==> src/rtl/vga_pkg.sv <==
// Shared 800x600@60 timing constants, colour types and the control word
// that travels down the scan-out pipeline alongside the RAM read.
package vga_pkg;

   localparam int VGA_H_VIS  = 800;
   localparam int VGA_H_FP   = 40;
   localparam int VGA_H_SYNC = 128;
   localparam int VGA_H_BP   = 88;
   localparam int VGA_V_VIS  = 600;
   localparam int VGA_V_FP   = 1;
   localparam int VGA_V_SYNC = 4;
   localparam int VGA_V_BP   = 23;

   localparam int H_TOTAL = VGA_H_VIS + VGA_H_FP + VGA_H_SYNC + VGA_H_BP;
   localparam int V_TOTAL = VGA_V_VIS + VGA_V_FP + VGA_V_SYNC + VGA_V_BP;

   localparam int H_CNT_W = 11;
   localparam int V_CNT_W = 10;

   typedef struct packed {
      logic [3:0] r;
      logic [3:0] g;
      logic [3:0] b;
   } rgb444_t;

   typedef struct packed {
      logic [7:0] r;
      logic [7:0] g;
      logic [7:0] b;
   } rgb888_t;

   typedef struct packed {
      logic       visible;
      logic       hsync;
      logic       vsync;
      logic       first;
      logic       tp;
      logic [2:0] bar;
   } scan_ctrl_t;

   // Nibble replication maps 0x0 to 0x00 and 0xF to 0xFF exactly.
   function automatic rgb888_t expand_rgb(input rgb444_t c);
      return '{r: {c.r, c.r}, g: {c.g, c.g}, b: {c.b, c.b}};
   endfunction

endpackage

==> src/rtl/vga_timing_gen.sv <==
// Horizontal/vertical counters with sync, visible flag and line/frame strobes,
// all valid in the same cycle as the counters (stage 0).
module vga_timing_gen
   import vga_pkg::*;
#(
   parameter int H_VIS  = VGA_H_VIS,
   parameter int H_FP   = VGA_H_FP,
   parameter int H_SYNC = VGA_H_SYNC,
   parameter int H_BP   = VGA_H_BP,
   parameter int V_VIS  = VGA_V_VIS,
   parameter int V_FP   = VGA_V_FP,
   parameter int V_SYNC = VGA_V_SYNC,
   parameter int V_BP   = VGA_V_BP
) (
   input  logic       clock,
   input  logic       reset,
   output logic       visible,
   output logic       hsync_act,
   output logic       vsync_act,
   output logic       line_end,
   output logic       frame_end,
   output logic       frame_first,
   output logic [2:0] h_bar
);

   localparam int HT = H_VIS + H_FP + H_SYNC + H_BP;
   localparam int VT = V_VIS + V_FP + V_SYNC + V_BP;

   localparam logic [H_CNT_W-1:0] H_LAST     = H_CNT_W'(HT - 1);
   localparam logic [H_CNT_W-1:0] H_VIS_END  = H_CNT_W'(H_VIS);
   localparam logic [H_CNT_W-1:0] H_VIS_LAST = H_CNT_W'(H_VIS - 1);
   localparam logic [H_CNT_W-1:0] HS_START   = H_CNT_W'(H_VIS + H_FP);
   localparam logic [H_CNT_W-1:0] HS_END     = H_CNT_W'(H_VIS + H_FP + H_SYNC);
   localparam logic [V_CNT_W-1:0] V_LAST     = V_CNT_W'(VT - 1);
   localparam logic [V_CNT_W-1:0] V_VIS_END  = V_CNT_W'(V_VIS);
   localparam logic [V_CNT_W-1:0] VS_START   = V_CNT_W'(V_VIS + V_FP);
   localparam logic [V_CNT_W-1:0] VS_END     = V_CNT_W'(V_VIS + V_FP + V_SYNC);

   logic [H_CNT_W-1:0] h_cnt;
   logic [V_CNT_W-1:0] v_cnt;

   always_ff @(posedge clock) begin
      if (reset) begin
         h_cnt <= '0;
         v_cnt <= '0;
      end else if (h_cnt == H_LAST) begin
         h_cnt <= '0;
         v_cnt <= (v_cnt == V_LAST) ? '0 : v_cnt + 1'b1;
      end else begin
         h_cnt <= h_cnt + 1'b1;
      end
   end

   assign visible     = (h_cnt < H_VIS_END) && (v_cnt < V_VIS_END);
   assign hsync_act   = (h_cnt >= HS_START) && (h_cnt < HS_END);
   assign vsync_act   = (v_cnt >= VS_START) && (v_cnt < VS_END);
   assign line_end    = (h_cnt == H_VIS_LAST) && (v_cnt < V_VIS_END);
   assign frame_end   = (h_cnt == H_LAST) && (v_cnt == V_LAST);
   assign frame_first = (h_cnt == '0) && (v_cnt == '0);
   // 128-pixel colour bars; bar 7 starts at 896 and never reaches the screen.
   assign h_bar       = h_cnt[9:7];

endmodule

==> src/rtl/vga_fb_scanout.sv <==
// Frame-buffer reader: replicated read-address generation plus a RAM_LAT+1 deep
// pipeline that keeps colour, sync and blank aligned to the block-RAM latency.
module vga_fb_scanout
   import vga_pkg::*;
#(
   parameter int H_VIS    = VGA_H_VIS,
   parameter int H_FP     = VGA_H_FP,
   parameter int H_SYNC   = VGA_H_SYNC,
   parameter int H_BP     = VGA_H_BP,
   parameter int V_VIS    = VGA_V_VIS,
   parameter int V_FP     = VGA_V_FP,
   parameter int V_SYNC   = VGA_V_SYNC,
   parameter int V_BP     = VGA_V_BP,
   parameter bit SYNC_POL = 1'b1,
   parameter int SCALE    = 4,
   parameter int FB_W     = 200,
   parameter int FB_H     = 150,
   parameter int ADDR_W   = 18,
   parameter int RAM_LAT  = 1
) (
   input  logic              clock,
   input  logic              reset,
   output logic [ADDR_W-1:0] rd_addr,
   input  logic [11:0]       rd_data,
   input  logic              test_pattern,
   output logic [7:0]        vga_r,
   output logic [7:0]        vga_g,
   output logic [7:0]        vga_b,
   output logic              vga_hsync,
   output logic              vga_vsync,
   output logic              vga_blank_n,
   output logic              frame_start
);

   localparam int SUB_W = (SCALE > 1) ? $clog2(SCALE) : 1;
   localparam logic [SUB_W-1:0]  SUB_LAST  = SUB_W'(SCALE - 1);
   localparam logic [ADDR_W-1:0] FB_STRIDE = ADDR_W'(FB_W);
   localparam logic [ADDR_W-1:0] LAST_BASE = ADDR_W'((FB_H - 1) * FB_W);

   logic       visible;
   logic       hsync_act;
   logic       vsync_act;
   logic       line_end;
   logic       frame_end;
   logic       frame_first;
   logic [2:0] h_bar;

   vga_timing_gen #(
      .H_VIS  (H_VIS),
      .H_FP   (H_FP),
      .H_SYNC (H_SYNC),
      .H_BP   (H_BP),
      .V_VIS  (V_VIS),
      .V_FP   (V_FP),
      .V_SYNC (V_SYNC),
      .V_BP   (V_BP)
   ) u_timing (
      .clock       (clock),
      .reset       (reset),
      .visible     (visible),
      .hsync_act   (hsync_act),
      .vsync_act   (vsync_act),
      .line_end    (line_end),
      .frame_end   (frame_end),
      .frame_first (frame_first),
      .h_bar       (h_bar)
   );

   logic [SUB_W-1:0]  sub_x;
   logic [SUB_W-1:0]  sub_y;
   logic [ADDR_W-1:0] line_base;

   // rd_addr always holds the address of the pixel the counters point at, so
   // replication is done with adds and reloads instead of a multiplier. After
   // the last buffer line the address parks until the frame wraps.
   always_ff @(posedge clock) begin
      if (reset || frame_end) begin
         sub_x     <= '0;
         sub_y     <= '0;
         line_base <= '0;
         rd_addr   <= '0;
      end else if (visible) begin
         if (line_end) begin
            sub_x <= '0;
            if (sub_y == SUB_LAST) begin
               sub_y <= '0;
               if (line_base != LAST_BASE) begin
                  line_base <= line_base + FB_STRIDE;
                  rd_addr   <= line_base + FB_STRIDE;
               end
            end else begin
               sub_y   <= sub_y + 1'b1;
               rd_addr <= line_base;
            end
         end else if (sub_x == SUB_LAST) begin
            sub_x   <= '0;
            rd_addr <= rd_addr + 1'b1;
         end else begin
            sub_x <= sub_x + 1'b1;
         end
      end
   end

   scan_ctrl_t stage0;
   scan_ctrl_t pipe [RAM_LAT];
   scan_ctrl_t cur;
   rgb888_t    pix;

   assign stage0 = '{visible: visible, hsync: hsync_act, vsync: vsync_act,
                     first: frame_first, tp: test_pattern, bar: h_bar};
   assign cur    = pipe[RAM_LAT-1];

   // Control rides alongside the RAM read so it meets rd_data in the same cycle.
   always_ff @(posedge clock) begin
      if (reset) begin
         for (int i = 0; i < RAM_LAT; i++) pipe[i] <= '0;
      end else begin
         pipe[0] <= stage0;
         for (int i = 1; i < RAM_LAT; i++) pipe[i] <= pipe[i-1];
      end
   end

   always_comb begin
      pix = expand_rgb(rgb444_t'(rd_data));
      if (cur.tp) begin
         pix = '{r: {8{cur.bar[2]}}, g: {8{cur.bar[1]}}, b: {8{cur.bar[0]}}};
      end
   end

   always_ff @(posedge clock) begin
      if (reset) begin
         vga_r       <= '0;
         vga_g       <= '0;
         vga_b       <= '0;
         vga_hsync   <= ~SYNC_POL;
         vga_vsync   <= ~SYNC_POL;
         vga_blank_n <= 1'b0;
         frame_start <= 1'b0;
      end else begin
         vga_r       <= cur.visible ? pix.r : 8'h00;
         vga_g       <= cur.visible ? pix.g : 8'h00;
         vga_b       <= cur.visible ? pix.b : 8'h00;
         vga_hsync   <= cur.hsync ? SYNC_POL : ~SYNC_POL;
         vga_vsync   <= cur.vsync ? SYNC_POL : ~SYNC_POL;
         vga_blank_n <= cur.visible;
         frame_start <= cur.first;
      end
   end

endmodule

==> config.mk <==
export PLATFORM = sky130hd
export DESIGN_NAME = vga_fb_scanout
export DESIGN_NICKNAME = d
export VERILOG_FILES = /design/src/rtl/vga_pkg.sv /design/src/rtl/vga_timing_gen.sv /design/src/rtl/vga_fb_scanout.sv
export SDC_FILE = /design/constraint.sdc
export NUM_CORES = 1
export LEC_CHECK = 0
export CORE_ASPECT_RATIO = 1.25
export CORE_MARGIN = 2
export CORE_UTILIZATION = 50
export CTS_CLUSTER_DIAMETER = 150
export DETAILED_ROUTE_END_ITERATION = 6
export PLACE_DENSITY = 0.82
export SLEW_MARGIN = 25
export SYNTH_ARGS = -nofsm -noshare
export SYNTH_HDL_FRONTEND = slang
export SYNTH_SLANG_ARGS = --single-unit
==> constraint.sdc <==
create_clock -name clock -period 2.1 [get_ports clock]
set_input_delay 0.42 -clock clock [delete_from_list [all_inputs] [get_ports clock]]
set_output_delay 0.42 -clock clock [all_outputs]
set_load 0.005 [all_outputs]
# After elaboration in Yosys (flattened, before gate mapping)

Memories as Yosys holds them, arrays and structs flattened.
Index checks and enable logic that the tools add are counted.

Flip-flop bits (word level): 89
Memory bits (writable): 8
Input port bits: 15
Output and inout bits: 46
Word-level logic and storage cells: 66
Memories: 1

Add/subtract/negate cells: 6
$lt $le $gt $ge: 6
Eq/ne operators: 7
Mux-type cells: 16
Bitwise logic cells: 1
Reduce and logical (&&, ||, !) cells: 16

Memory list:

| name | words | bits a word | read ports | clocked after memory_dff | write ports | line                  | RTL |
|---|---|---|---|---|---|---|---|
| pipe | 1     | 8           | 1          | 0                        | 1           | vga_fb_scanout.sv:105 | `scan_ctrl_t pipe [RAM_LAT];` |

Operator list:

| cell                                                  | count |
|---|---|
| two-way mux 18 bit                                    | 4 |
| two-way mux 24 bit                                    | 1 |
| < comparator 11 x 10 -> 1 bit, second input constant  | 2 |
| < comparator 10 bit, second input constant            | 2 |
| adder 18 x 1 -> 18 bit, second input constant         | 1 |
| adder 18 x 8 -> 18 bit, second input constant         | 1 |
| != test 18 x 15 -> 1 bit, second input constant       | 1 |
| adder 11 x 1 -> 11 bit, second input constant         | 1 |
| equality test 11 x 10 -> 1 bit, second input constant | 1 |
| equality test 11 bit, second input constant           | 1 |
| >= comparator 11 x 10 -> 1 bit, second input constant | 1 |
| zero test 11 bit                                      | 1 |
| adder 10 x 1 -> 10 bit, second input constant         | 1 |
| equality test 10 bit, second input constant           | 1 |
| >= comparator 10 bit, second input constant           | 1 |
| zero test 10 bit                                      | 1 |
| two-way mux 10 bit                                    | 1 |
| two-way mux 8 bit                                     | 1 |
| OR reduction 8 bit                                    | 1 |
| logical AND 1 bit                                     | 6 |
| two-way mux 1 bit                                     | 6 |
| two-way mux 2 bit                                     | 3 |
| adder 2 x 1 -> 2 bit, second input constant           | 2 |
| equality test 2 bit, second input constant            | 2 |
| 8 further kinds                                       | 9 |

# Depth between registers and ports, before layout

Word-level depth: 4
Mapped depth: 8
Depth with buffers taken out: 7

# Modules after synthesis

A second synthesis with hierarchy kept.

Cell total of the unflattened synthesis: 526
Area, all modules: 4434.3 µm²

Modules (own cells, without submodules):

| module         | times used | cells each | area each (µm²) | sequential area each (µm²) |
|---|---|---|---|---|
| vga_fb_scanout | 1          | 374        | 3198.1          | 1221.2 |
| vga_timing_gen | 1          | 152        | 1236.2          | 420.4 |

# Worst setup path before layout

No wires, ideal clock.

Kind: register -> register
Start: reg u_timing.h_cnt[0]
End: reg rd_addr[15]
Setup time: 0.119 ns
Arrival: 2.256 ns
Data required time: 1.981 ns
Slack: -0.275 ns
Cell stages (with the launch flop): 9
Period minus slack after synthesis: 2.375 ns
Cells stage by stage: dfxtp_1 > ha_1 > nand4_1 > or4_4 > buf_6 > nor2_4 > buf_6 > mux2_2 > o221a_2

Cells in the longest elaborated chain, start to end: 4

RTL lines:

| what                                                                                  | line                 | RTL |
|---|---|---|
| start, declared                                                                       | vga_timing_gen.sv:39 | `logic [H_CNT_W-1:0] h_cnt;` |
| start signal, assigned                                                                | vga_timing_gen.sv:50 | `h_cnt <= h_cnt + 1'b1;` |
| parallel branches: the longest is 4 deep, another holds < comparator 11 x 10 -> 1 bit | -                    |  |
| end signal, assigned                                                                  | vga_fb_scanout.sv:89 | `rd_addr <= line_base + FB_STRIDE;` |
| end signal, assigned                                                                  | vga_fb_scanout.sv:93 | `rd_addr <= line_base;` |
| end signal, assigned                                                                  | vga_fb_scanout.sv:97 | `rd_addr <= rd_addr + 1'b1;` |
| end, declared                                                                         | vga_fb_scanout.sv:23 | `output logic [ADDR_W-1:0] rd_addr,` |

Several ways; the timed one is not identified.
A chain may end at the register's enable or synchronous reset.

# Final worst setup path

Start: reg u_timing.h_cnt[6]
End: reg rd_addr[10]

Same word-level chain as after synthesis.

==> results.sh <==
export IMPL_status="finished, violations left"
export IMPL_violations="setup timing"
export IMPL_initial_core_util_pct=50.96
export IMPL_layout_drive_gt1_share_pct=26.47
export IMPL_yosys_cell_count_top_type="dfxtp_1"
export IMPL_antenna_cells=0
export IMPL_dieHeight_microns=108.7
export IMPL_synthesis_nets=537
export IMPL_regToRegSetupSlack_ps=-170
export IMPL_crit_required_ps=2430
export IMPL_place_gp_congestion=0.9415
export IMPL_post_route_util_pct=70.09
export IMPL_cp_slowest_cell="or4_4"
export IMPL_cts_num_sinks=82
export IMPL_synth_edff_count=0
export IMPL_synthArstFlopShare_pct=0
export IMPL_maxSlewViolCount=0
export IMPL_wl_per_cell_microns=18.04
export IMPL_path_class="register to register"
export IMPL_rows=38
export IMPL_track_usage_pct=26.47
export IMPL_vias=4673
export IMPL_cts_buffers=9
export IMPL_fin_nets=652
export IMPL_io_buffer_count=60
export IMPL_instances_no_fill=751
export IMPL_yosysWarningCount=0
export IMPL_drv_cap=0
export IMPL_min_from="pipe[0][4]$_SDFF_PP0_"
export IMPL_syn_area_per_cell_sq_um=8.582
export IMPL_ys_seq_elements=82
export IMPL_area_delta_synth_final_pct=37.55
export IMPL_hold_viol=0
export IMPL_place_ws_ps=-129.1
export IMPL_worst_path_largest_cell_delay_ps=620
export IMPL_core_sq_mm=0.008606
export IMPL_drtPass1Iterations=7
export IMPL_relSlewSlack_pct=55.51
export IMPL_fin_crit_ps=2268
export IMPL_rsz0062_at_grt="true"
export IMPL_fin_crit_sh_pct=108.0
export IMPL_clockBufferDepth=2
export IMPL_clkTransAtPathRegs_ps=90
export IMPL_detail_route_antenna_nets=0
export IMPL_drc=0
export IMPL_clk_latency_ps=390
export IMPL_grt_pass1_wl_microns=19970
export IMPL_synth_area_leaders="dfxtp_1, a21oi_1, xor2_1"
export IMPL_startpoint_type="register"
export IMPL_hpwlAfterDp_microns=8315
export IMPL_ys_seq_area_share_pct=37.43
export IMPL_antenna_found_initial=0
export IMPL_busiest_layer="met2"
export IMPL_grt_max_degree=31
export IMPL_ys_types=71
export IMPL_use_met3_pct=5.526
export IMPL_synth_largest_area_cell="dfxtp_1"
export IMPL_totalWireLength_microns=13550
export IMPL_placedCellCount=716
export IMPL_gr_usage_met1_pct=31.62
export IMPL_fin_setup_tns_ps=-824.7
export IMPL_hold_slack_ps=447.0
export IMPL_grt_use_met2_pct=45.08
export IMPL_path_cells="or3_4, or4_4, nor2_4, buf_6, mux2i_2, o221a_1"
export IMPL_cellLeakagePower_nw=2.187
export IMPL_h_tree_depth=3
export IMPL_synth_area_sq_mm=0.004385
export IMPL_cp_max_fo=7
export IMPL_fmax_ghz=0.4410
export IMPL_peakVddDrop_v=0.0002664
export IMPL_die_x_microns=87.77
export IMPL_synth_flop_cell="dfxtp_1"
export IMPL_end_kind="register"
export IMPL_grt_pass1_vias=4174
export IMPL_grt_ovfl_total=0
export IMPL_yosys_area_top_type_share_pct=37.43
export IMPL_hold_class="register to register"
export IMPL_worst_slew_pin_slew_ps=662.8
export IMPL_min_to="frame_start$_SDFF_PP0_"
export IMPL_finClkSkew_ps=13.22
export IMPL_reg2regPathDepth=6
export IMPL_setup_viol=13
export IMPL_cts_hold_buffers=0
export IMPL_reg2reg_from="u_timing.h_cnt[6]$_SDFF_PP0_"
export IMPL_nFillCells=590
export IMPL_die_area_sq_mm=0.009540
export IMPL_syn_inst=511
export IMPL_root_buffer="clkbuf_8"
export IMPL_arrival_ps=2600
export IMPL_holdPathStages=1
export IMPL_netlist_top_cells_count="dfxtp_1, a21oi_1, nor2_1"
export IMPL_dr_first_iter_drc_count=480
export IMPL_rr_endpoint="rd_addr[10]$_SDFFE_PP0P_"
export IMPL_via_per_inst=6.222
export IMPL_cts_tree="built"
export IMPL_powerDensity_mw_per_mm2=483.2
export IMPL_fin_ws_ps=-167.6
export IMPL_io_pins=61
[how the worst max path moves through the flow]
stage | from | endpoint | slack (ps) | cells past startpoint
after floorplan | u_timing.h_cnt[6]$_SDFF_PP0_ | rd_addr[9]$_SDFFE_PP0P_ | -170 | 7
after global placement | u_timing.h_cnt[1]$_SDFF_PP0_ | rd_addr[9]$_SDFFE_PP0P_ | -80 | 8
after detailed placement | u_timing.h_cnt[1]$_SDFF_PP0_ | rd_addr[12]$_SDFFE_PP0P_ | -130 | 8
after CTS | u_timing.h_cnt[0]$_SDFF_PP0_ | rd_addr[9]$_SDFFE_PP0P_ | -90 | 7
after global routing | u_timing.h_cnt[1]$_SDFF_PP0_ | rd_addr[10]$_SDFFE_PP0P_ | -210 | 8
final | u_timing.h_cnt[6]$_SDFF_PP0_ | rd_addr[10]$_SDFFE_PP0P_ | -170 | 6
[layout by cell type (no fill, tap or decap), types with 8 or more instances in the layout]
| cell | n |
|---|---|
| nand2b_1 | 13 |
| dfxtp_1 | 76 |
| nor4_1 | 9 |
| nand2_1 | 32 |
| xor2_1 | 22 |
| o211ai_1 | 8 |
| ha_1 | 10 |
| nor2b_1 | 8 |
| clkbuf_8 | 9 |
| clkdlybuf4s50_1 | 60 |
| inv_1 | 14 |
| nor2_1 | 36 |
| nand4_1 | 17 |
| xnor2_1 | 8 |
| o21ai_0 | 20 |
| buf_4 | 69 |
| a21oi_2 | 8 |
| or3_1 | 12 |
| buf_6 | 11 |
| nand3_1 | 14 |
| a21oi_1 | 41 |
[flip-flops by register name, summed over array words and instances (netlist names), 2 cells and up]
signal	flops
rd_addr	18
vga_r	4
vga_b	4
line_base	15
u_timing.h_cnt	11
sub_y	2
pipe	8
vga_g	4
sub_x	2
u_timing.v_cnt	10
[metrics by stage]
stage               total power [mW]  instance area [sq um]
floorplan                      1.731                   4417
global placement               1.824                   5448
detailed placement             1.832                   5448
CTS                            2.900                   5774
global route                   3.003                   6032
finish                         2.915                   6032
[power breakdown]
part | internal, mW | total (mW) | leakage, nW | switching (mW)
Clock | 0.442 | 1.09 | 0.0799 | 0.651
Combinational | 0.122 | 0.222 | 1.44 | 0.100
Sequential | 1.58 | 1.60 | 0.667 | 0.0188
Total | 2.14 | 2.91 | 2.19 | 0.770
[per-layer routing]
metal | wire (microns) | vias up
li1 | - | 2095
met1 | 5159 | 2203
met2 | 6655 | 279
met3 | 1049 | 96
met4 | 680 | 0
met5 | 0 | -
[final cells by class]
type / instances / area (sq um) / share of cell area, %
timing repair buffer: 143 / 1272 / 21.10
inverter: 14 / 52.55 / 0.8712
tap: 120 / 150.1 / 2.489
clock inverter: 6 / 48.80 / 0.8090
multi-input combinational: 376 / 2731 / 45.28
clock buffer: 10 / 127.6 / 2.116
sequential: 82 / 1649 / 27.34
[repair_timing]
| item | in CTS | in global routing |
|---|---|---|
| gates cloned | 1 | 2 |
| resized for setup | 23 | 38 |
| endpoints found under the setup margin | 24 | 30 |
| pin swaps | 11 | 29 |
| buffers inserted | 4 | 13 |
[critical path, delay by kind of cell, from the launching register on]
| kind | cells | cell delay [ps] |
|---|---|---|
| AOI/OAI and AO/OA | 1 | 220 |
| buffers and inverters | 1 | 170 |
| and+or+nand+nor | 3 | 1230 |
| DFF | 1 | 330 |
| muxes | 1 | 250 |
[cells by family (layout without fill, tap and decap cells)]
family,after synthesis,count (layout),share of synthesized area (%)
xor+xnor,30,30,5.991
simple gates,194,194,25.22
buf+inv,54,173,6.419
mux,6,6,1.455
flops,82,82,37.43
compound gates,134,135,20.34
fa+ha+maj,11,11,3.138
Power figures use the tool's default switching activity.
